## src/rtl/endstop_conditioner_pkg.sv

```systemverilog
`default_nettype none
// ============================================================================
// Module      : endstop_conditioner_pkg
// Description : Shared endstop constants and types. The channel count and
//               counter width defaults are consumed by the conditioner and by
//               the endstop mux that sits downstream of it.
// Revision    : 1.0 - initial release
// ============================================================================
package endstop_conditioner_pkg;

    // Default number of endstop channels.
    localparam int c_endstop_nch   = 8;
    // Default debounce counter / threshold width in bits.
    localparam int c_endstop_cnt_w = 16;

    // Per-channel debounce action decoded each cycle.
    localparam logic [1:0] c_act_idle   = 2'd0; // sync agrees with signal
    localparam logic [1:0] c_act_count  = 2'd1; // disagreement, below threshold
    localparam logic [1:0] c_act_accept = 2'd2; // disagreement reached threshold

endpackage : endstop_conditioner_pkg
`default_nettype wire

```

## src/rtl/endstop_debounce.sv

```systemverilog
`default_nettype none
// ============================================================================
// Module      : endstop_debounce
// Description : One endstop channel: 2-flop synchronizer, stable-cycle
//               debounce counter, armed rising-edge strobe and sticky hold.
// Ports       : clk, rst_n        - clock, async active-low reset
//               raw               - unsynchronized endstop pin
//               thr               - effective threshold (already >= 1)
//               arm               - enables strobe/hold generation
//               clear_hold        - single-cycle hold clear
//               signal, stb, hold - registered debounced level, strobe, flag
// Revision    : 1.0 - initial release
// ============================================================================
module endstop_debounce
    import endstop_conditioner_pkg::*;
#(
    parameter int CNT_W = c_endstop_cnt_w
) (
    input  logic             clk,
    input  logic             rst_n,
    input  logic             raw,
    input  logic [CNT_W-1:0] thr,
    input  logic             arm,
    input  logic             clear_hold,
    output logic             signal,
    output logic             stb,
    output logic             hold
);

    logic             r_sync_meta;
    logic             r_sync;
    logic [CNT_W-1:0] r_cnt;
    logic             r_signal;
    logic             r_stb;
    logic             r_hold;

    logic [CNT_W:0]   w_cnt_inc;
    logic [1:0]       w_action;
    logic             w_stb_next;

    // The increment is one bit wider so the threshold compare can never be
    // fooled by a wrap; the counter itself only advances while below thr,
    // so it never reaches the top of its range.
    always_comb begin
        w_cnt_inc = {1'b0, r_cnt} + {{CNT_W{1'b0}}, 1'b1};
        w_action  = c_act_idle;
        if (r_sync != r_signal) begin
            if (w_cnt_inc >= {1'b0, thr}) begin
                w_action = c_act_accept;
            end else begin
                w_action = c_act_count;
            end
        end
    end

    // Strobe only on an accepted 0->1 change, qualified by arm in that cycle.
    always_comb begin
        w_stb_next = (w_action == c_act_accept) && r_sync && arm;
    end

    always_ff @(posedge clk or negedge rst_n) begin
        if (!rst_n) begin
            r_sync_meta <= 1'b0;
            r_sync      <= 1'b0;
            r_cnt       <= '0;
            r_signal    <= 1'b0;
            r_stb       <= 1'b0;
            r_hold      <= 1'b0;
        end else begin
            r_sync_meta <= raw;
            r_sync      <= r_sync_meta;
            case (w_action)
                c_act_count: begin
                    r_cnt <= w_cnt_inc[CNT_W-1:0];
                end
                c_act_accept: begin
                    r_cnt    <= '0;
                    r_signal <= r_sync;
                end
                default: begin
                    r_cnt <= '0;
                end
            endcase
            r_stb  <= w_stb_next;
            // Set has priority over a coincident clear.
            r_hold <= w_stb_next | (r_hold & ~clear_hold);
        end
    end

    assign signal = r_signal;
    assign stb    = r_stb;
    assign hold   = r_hold;

endmodule : endstop_debounce
`default_nettype wire

```

## src/rtl/endstop_conditioner.sv

```systemverilog
`default_nettype none
// ============================================================================
// Module      : endstop_conditioner
// Description : NCH independent endstop channels, each synchronized,
//               debounced against a shared threshold, with armed strobe and
//               sticky hold outputs. All outputs are registered.
// Ports       : clk, rst_n     - clock, async active-low reset
//               raw            - [NCH] unsynchronized endstop pins
//               debounce_cycles- [CNT_W] stable-cycles threshold (0 acts as 1)
//               arm            - [NCH] strobe/hold enables
//               clear_holds    - [NCH] hold clears
//               signals        - [NCH] debounced levels
//               stbs           - [NCH] one-cycle rising strobes
//               holds          - [NCH] latched trigger flags
// Revision    : 1.0 - initial release
// ============================================================================
module endstop_conditioner
    import endstop_conditioner_pkg::*;
#(
    parameter int NCH   = c_endstop_nch,
    parameter int CNT_W = c_endstop_cnt_w
) (
    input  logic             clk,
    input  logic             rst_n,
    input  logic [NCH-1:0]   raw,
    input  logic [CNT_W-1:0] debounce_cycles,
    input  logic [NCH-1:0]   arm,
    input  logic [NCH-1:0]   clear_holds,
    output logic [NCH-1:0]   signals,
    output logic [NCH-1:0]   stbs,
    output logic [NCH-1:0]   holds
);

    logic [CNT_W-1:0] w_thr;

    // A zero threshold behaves as one so a change is still seen for a cycle.
    always_comb begin
        w_thr = debounce_cycles;
        if (debounce_cycles == '0) begin
            w_thr = {{(CNT_W-1){1'b0}}, 1'b1};
        end
    end

    generate
        for (genvar gi = 0; gi < NCH; gi++) begin : g_ch
            endstop_debounce #(
                .CNT_W (CNT_W)
            ) u_debounce (
                .clk        (clk),
                .rst_n      (rst_n),
                .raw        (raw[gi]),
                .thr        (w_thr),
                .arm        (arm[gi]),
                .clear_hold (clear_holds[gi]),
                .signal     (signals[gi]),
                .stb        (stbs[gi]),
                .hold       (holds[gi])
            );
        end
    endgenerate

endmodule : endstop_conditioner
`default_nettype wire

```

## config.mk

```make
export PLATFORM = sky130hd
export DESIGN_NAME = endstop_conditioner
export DESIGN_NICKNAME = d
export VERILOG_FILES = /design/src/rtl/endstop_conditioner_pkg.sv /design/src/rtl/endstop_debounce.sv /design/src/rtl/endstop_conditioner.sv
export SDC_FILE = /design/constraint.sdc
export NUM_CORES = 1
export LEC_CHECK = 0
export CAP_MARGIN = 20
export CORE_MARGIN = 5
export CORE_UTILIZATION = 60
export DETAILED_ROUTE_END_ITERATION = 7
export PLACE_DENSITY_LB_ADDON = 0.2
export SLEW_MARGIN = 20
export SYNTH_ARGS = -nofsm -noshare
export SYNTH_HDL_FRONTEND = slang
export SYNTH_SLANG_ARGS = --single-unit
```

## constraint.sdc

```tcl
create_clock -name clk -period 3.9 [get_ports clk]
set_input_delay 1.17 -clock clk [delete_from_list [all_inputs] [get_ports clk]]
set_output_delay 1.17 -clock clk [all_outputs]
set_load 0.02 [all_outputs]
```

After elaboration in Yosys (flattened, before gate mapping)
Index checks and enable logic that the tools add are counted.
W data, S select, Z words.

word-level totals
  register bits = 168
  bits in latches = 0
  memory bits (writable) = 0
  memory bits (read-only) = 0
  input bits = 42
  output and inout bits = 24
  word-level logic and storage cells = 154
  memories kept = 0

cells by class
  add/subtract/negate cells = 8
  $mul = 0
  divide/modulo/power cells = 0
  magnitude comparators = 8
  equality and inequality tests = 24
  shift-type cells = 0
  multiplexer cells = 25
  bitwise gates (word level) = 24
  reductions and logical operators = 17

operators by type and width
  cell                     number
  $mux W16                 9
  $add A16 B1 Y17 const B  8
  $ge A17 B16 Y1           8
  $mux W2                  16
  $eq A2 B1 Y1 const B     8
  $eq A2 B2 Y1 const B     8
  $logic_and A1 B1 Y1      16
  $logic_not A16 Y1        1
  $and A1 B1 Y1            8
  $ne A1 B1 Y1             8
  $not A1 Y1               8
  $or A1 B1 Y1             8

Depth between registers and ports, before layout
  word-level depth = 9
  mapped depth = 16
  depth with buffers taken out = 14

By module
Synthesis repeated with hierarchy kept, for this count alone.

unflattened totals
  cells, all modules = 1172
  area total of the unflattened synthesis = 11441.0 µm²

modules (own cells, without submodules)
  module               instances  cells each  area each (µm²)  seq. area each (µm²)
  endstop_debounce     8          144         1418.9           525.5
  endstop_conditioner  1          20          90.1             0.0

Least setup slack after synthesis
No wires, ideal clock.

  path type = input -> register
  start point = input debounce_cycles[5]
  end point = register g_ch[4].u_debounce.r_cnt[4]
  library setup time = 0.126 ns
  arrival = 4.003 ns
  data required time = 3.774 ns
  path slack = -0.229 ns
  stages = 13
  buffers on the path = 3
  cell sequence = clkbuf_1 -> clkbuf_1 -> nor4_1 -> a41o_1 -> ha_1 -> nand2b_1 -> a21oi_1 -> maj3_1 -> a211o_1 -> a2111oi_2 -> nand3b_1 -> buf_4 -> nor2_1

on the way
  longest elaborated chain between the ends = 7

RTL lines
  element               RTL line                   RTL
  from (decl)           endstop_conditioner.sv:26  input logic [CNT_W-1:0] debounce_cycles,
  $logic_not A16 Y1     endstop_conditioner.sv:39  if (debounce_cycles == '0) begin
  $mux W16 (*)          endstop_conditioner.sv:39
  $ge A17 B16 Y1 (*)    endstop_debounce.sv:48     if (w_cnt_inc >= {1'b0, thr}) begin
  $mux W2 (*)           endstop_debounce.sv:48
  $mux W2 (*)           endstop_debounce.sv:47     if (r_sync != r_signal) begin
  $eq A2 B1 Y1 (*)      endstop_debounce.sv:72     case (w_action)
  $mux W16 (*)          endstop_debounce.sv:72
  to (signal assigned)  endstop_debounce.sv:74     r_cnt <= w_cnt_inc[CNT_W-1:0];
  to (decl)             endstop_debounce.sv:32     logic [CNT_W-1:0] r_cnt;

Every way passes the cells marked *; elsewhere a longest branch is shown, timed or not.
A chain may end at the register's enable or synchronous reset.

Worst setup path after layout
  start point = input debounce_cycles[5]
  end point = register g_ch[5].u_debounce.r_cnt[11]

on the way
  longest elaborated chain between the ends = 7

RTL lines
  element               RTL line
  $logic_not A16 Y1     endstop_conditioner.sv:39
  $mux W16 (*)          endstop_conditioner.sv:39
  $ge A17 B16 Y1 (*)    endstop_debounce.sv:48
  $mux W2 (*)           endstop_debounce.sv:48
  $mux W2 (*)           endstop_debounce.sv:47
  $eq A2 B1 Y1 (*)      endstop_debounce.sv:72
  $mux W16 (*)          endstop_debounce.sv:72
  to (signal assigned)  endstop_debounce.sv:74
  to (decl)             endstop_debounce.sv:32

Marks and branches as above.

==> flow_summary_export.csv <==
group,metric,value,unit
outcome,status,"finished, final reports clean",
layout,mostFrequentLayoutCells,"168 x dfrtp_1, 107 x ha_1, 87 x nor2b_1",
synth,synth_xor_area_share,11.5,%
power,clock_power_share,42.9,%
power,seqPwrFrac,45.8,%
worst_setup_path,worst_r2r_path_depth,13,
timing,max_freq,262,MHz
layout,area_growth,19.0,%
synth,synth_compound_area_share,9.30,%
global_routing,antenna_found_initial,0,
synth,syn_nets,1221,
worst_setup_path,worstPathArrival,4.17,ns
worst_setup_path,ff2ff_setup_slack,0.40,ns
drt,top_layer_used,"met4",
clocking,cts.sinks,168,
drt,met1_length,11.3,mm
global_routing,grt_usage,25.5,%
worst_setup_path,critPathMostFrequentCell,"buf_4",
worst_setup_path,crit_path_max_fanout,5,
drt,vias,8295,
timing,slew_headroom,59.6,%
synth,ys_seq_elements,168,
floorplanning,rows,49,
timing,fin_skew,0.00558,ns
timing,setup_violations,0,
worst_setup_path,critPathCaptureType,"flip-flop",
synth,synth_adder_area_share,13.3,%
worst_setup_path,cp_slowest_stage_delay,0.50,ns
synth,yosysWarnings,0,
global_routing,grt_max_degree,66,
timing,finalMaxSlewViolations,0,
synth,synth_top_family_by_area,"simple AND/OR/NAND/NOR gates",
floorplanning,dieWidth,144,um
clocking,cts_tree,"built",
floorplanning,dieArea,20700,um2
drt,routed_wirelength,25.4,mm
clocking,clkTransAtPathRegs,0.06,ns
floorplanning,start_util,60.5,%
layout,fin_area,12800,um2
synth,synth_area,10700,um2
synth,syn_inst,1072,
synth,synthMuxAreaShare,1.12,%
synth,async_flop_share,100,%
drt,drt_iter0_drc,629,
synth,synth-simple-area-share,21.3,%
worst_setup_path,worstSetupStartpointType,"primary input",
layout,fin_nets,1346,
clocking,cts-root-buf,"clkbuf_16",
timing,setup_slack,0.0834,ns
power,p_switching,0.970,mW
placement,dpl_worst_slack,-0.488,ns
min_path,min_to,"g_ch[2].u_debounce.r_sync$_DFF_PN0_",
global_routing,grt_pass1_vias,8228,
timing,fin_crit,3.82,ns
timing,finalHoldViolCount,0,
clocking,numCtsBuffers,17,
worst_setup_path,path_class,"in -> reg",
power,pwr-share-comb,11.3,%
layout,fillCellCount,1306,
placement,dpl.cell_count,1406,
power,intPower,2.97,mW
drt,wl_met3,1.63,mm
placement,place_area,12100,um2
placement,finalWeightedCongestion,0.926,
power,p_leak,6.19,nW
drt,drt_pass1_iterations,5,
power,switching_share,24.6,%
layout,final_core_util,71.9,%
clocking,clockBufferDepth,2,
power,total_power,3.94,mW
floorplanning,ios,66,
timing,fin_crit_sh,97.9,%
floorplanning,coreArea,17800,um2
worst_setup_path,rr_startpoint,"g_ch[2].u_debounce.r_cnt[2]$_DFF_PN0_",
min_path,hold_class,"reg -> reg",
timing,rsz0062_at_grt,"yes",
layout,antenna_cells,0,
placement,dp_hpwl,18.9,mm
synth,syn_area_per_cell,10.0,um2
worst_setup_path,required,4.25,ns
worst_setup_path,r2r-end,"g_ch[2].u_debounce.signal$_DFFE_PN0N_",
drt,ant_nets,0,
power,ir_worst_vdd,0.382,mV
placement,io_buffers,65,
worst_setup_path,critPathSlowestCell,"clkdlybuf4s50_1",
timing,whs,0.347,ns
clocking,hold_buffers,0,
clocking,clock_latency,0.43,ns
layout,final_common_cell,"dfrtp_1",
synth,synth_flop_cell,"dfrtp_1",
layout,fin_cells,1438,
job,timing.max_cap.violations,0,
global_routing,grt_pass1_wl,41.3,mm
floorplanning,die_y,144,um
synth,ys_seq_area_share,39.1,%
worst_setup_path,crit_chain,"clkdlybuf4s50_1, nor4_2, a41o_1, buf_4, ha_1, and4b_1, mux2i_1, nand4_1, o211ai_1, o21ai_1, a2111o_1, buf_4, nor2b_1",
drt,wire_per_inst,17.6,um
global_routing,grt_overflow_total,0,
timing,worstMarginPinSlew,0.606,ns
min_path,holdPathStages,0,
drt,wl_met2,11.9,mm
drt,drc,0,
clocking,htree_num_levels,4,
timing,setup_tns,0,ns
synth,ys_types,80,
layout,drive_gt1_share,12.2,%
power,power_density,308,nW/um2
drt,via_per_inst,5.77,
min_path,hp-start,"g_ch[2].u_debounce.r_sync_meta$_DFF_PN0_",
synth,synth-edff-count,0,
layout make-up:
type | instances | area, um2 | share of cell area [%]
Clock buffer | 22 | 474 | 3.71
Sequential cell | 168 | 4200 | 32.9
Inverter | 54 | 203 | 1.58
Multi-Input combinational cell | 811 | 6130 | 47.9
Tap cell | 229 | 287 | 2.24
Timing Repair Buffer | 145 | 1380 | 10.8
Clock inverter | 9 | 115 | 0.900
Yosys cell counts, types with 3 or more instances:
library cell  instances  area share [%]
dfrtp_1             168              39
ha_1                107              12
nor2b_1              87             5.1
nor2_1               83             2.9
xnor2_1              78             6.4
nand3_1              69             3.2
inv_1                53             1.9
nand2_1              49             1.7
xor2_1               48             3.9
and3_1               30             1.7
buf_4                28             2.0
a21oi_1              24             1.1
a21o_1               22             1.5
nand4_1              21             1.2
nor3_1               18            0.84
and4_1               11            0.90
o21ai_0              10            0.47
a211oi_1              8            0.56
and2_1                8            0.47
maj3_1                8            0.75
nand2b_1              8            0.47
nor2b_2               8            0.65
o211ai_1              8            0.56
o31ai_1               8            0.56
mux2_2                7            0.73
buf_2                 6            0.28
xnor3_1               6             1.3
a221o_1               4            0.37
a31oi_1               4            0.23
a41o_1                4            0.37
clkbuf_1              4            0.14
nand3b_1              4            0.28
nor4_1                4            0.23
o221ai_1              4            0.33
o32ai_1               4            0.33
and4b_1               3            0.28
mux2i_1               3            0.28
critical path, delay by kind of cell:
| family | cells | cell delay [ns] |
|---|---|---|
| adders and majority gates | 1 | 0.17 |
| buffers and inverters | 3 | 0.85 |
| AOI/OAI and AO/OA | 4 | 1.05 |
| muxes | 1 | 0.19 |
| and+or+nand+nor | 4 | 0.75 |
worst max path at each step:
stage / endpoint / cells after the start / from / slack, ns
floorplan: g_ch[3].u_debounce.r_cnt[10]$_DFF_PN0_ / 13 / debounce_cycles[5] / 0.007
global placement: g_ch[3].u_debounce.signal$_DFFE_PN0N_ / 12 / debounce_cycles[10] / -0.40
detailed placement: g_ch[3].u_debounce.r_cnt[2]$_DFF_PN0_ / 13 / debounce_cycles[2] / -0.49
CTS: g_ch[3].u_debounce.r_cnt[2]$_DFF_PN0_ / 13 / debounce_cycles[2] / 0.001
global route: g_ch[2].u_debounce.signal$_DFFE_PN0N_ / 12 / debounce_cycles[4] / -0.06
finish: g_ch[5].u_debounce.r_cnt[11]$_DFF_PN0_ / 13 / debounce_cycles[5] / 0.08
flip-flops by register name, indices dropped and copies added, names as in the netlist:
register / cells
g_ch.u_debounce.hold: 8
g_ch.u_debounce.r_cnt: 128
g_ch.u_debounce.r_sync: 8
g_ch.u_debounce.r_sync_meta: 8
g_ch.u_debounce.signal: 8
g_ch.u_debounce.stb: 8
metal layers:
| layer | GRT usage (%) | vias to the layer above |
|---|---|---|
| li1 | - | 4027 |
| met1 | 34.1 | 4011 |
| met2 | 41.4 | 212 |
| met3 | 6.22 | 45 |
| met4 | 7.48 | 0 |
| met5 | 0 | - |
power groups by stage:
stage | sequential, mW | clock (mW) | combinational [mW]
finish | 1.80 | 1.69 | 0.446
global route | 1.81 | 1.80 | 0.494
CTS | 1.80 | 1.72 | 0.440
detailed placement | 1.83 | 0 | 0.432
global placement | 1.83 | 0 | 0.420
floorplan | 1.83 | 0 | 0.212
timing repair:
action,4_1_cts,5_1_grt
cloned,0,0
pin swaps,0,8
endpoints found under the setup margin,18,110
gates resized for setup,1,12
buffers inserted,0,1
cell families after synthesis:
family,Yosys count
AOI/OAI and AO/OA,134
xor gates and xnor gates,132
adders and majority gates,116
buffers and inverters,93
DFF,168
muxes,11
and+or+nand+nor,418
Note: power is estimated with default switching activity, not from simulation.
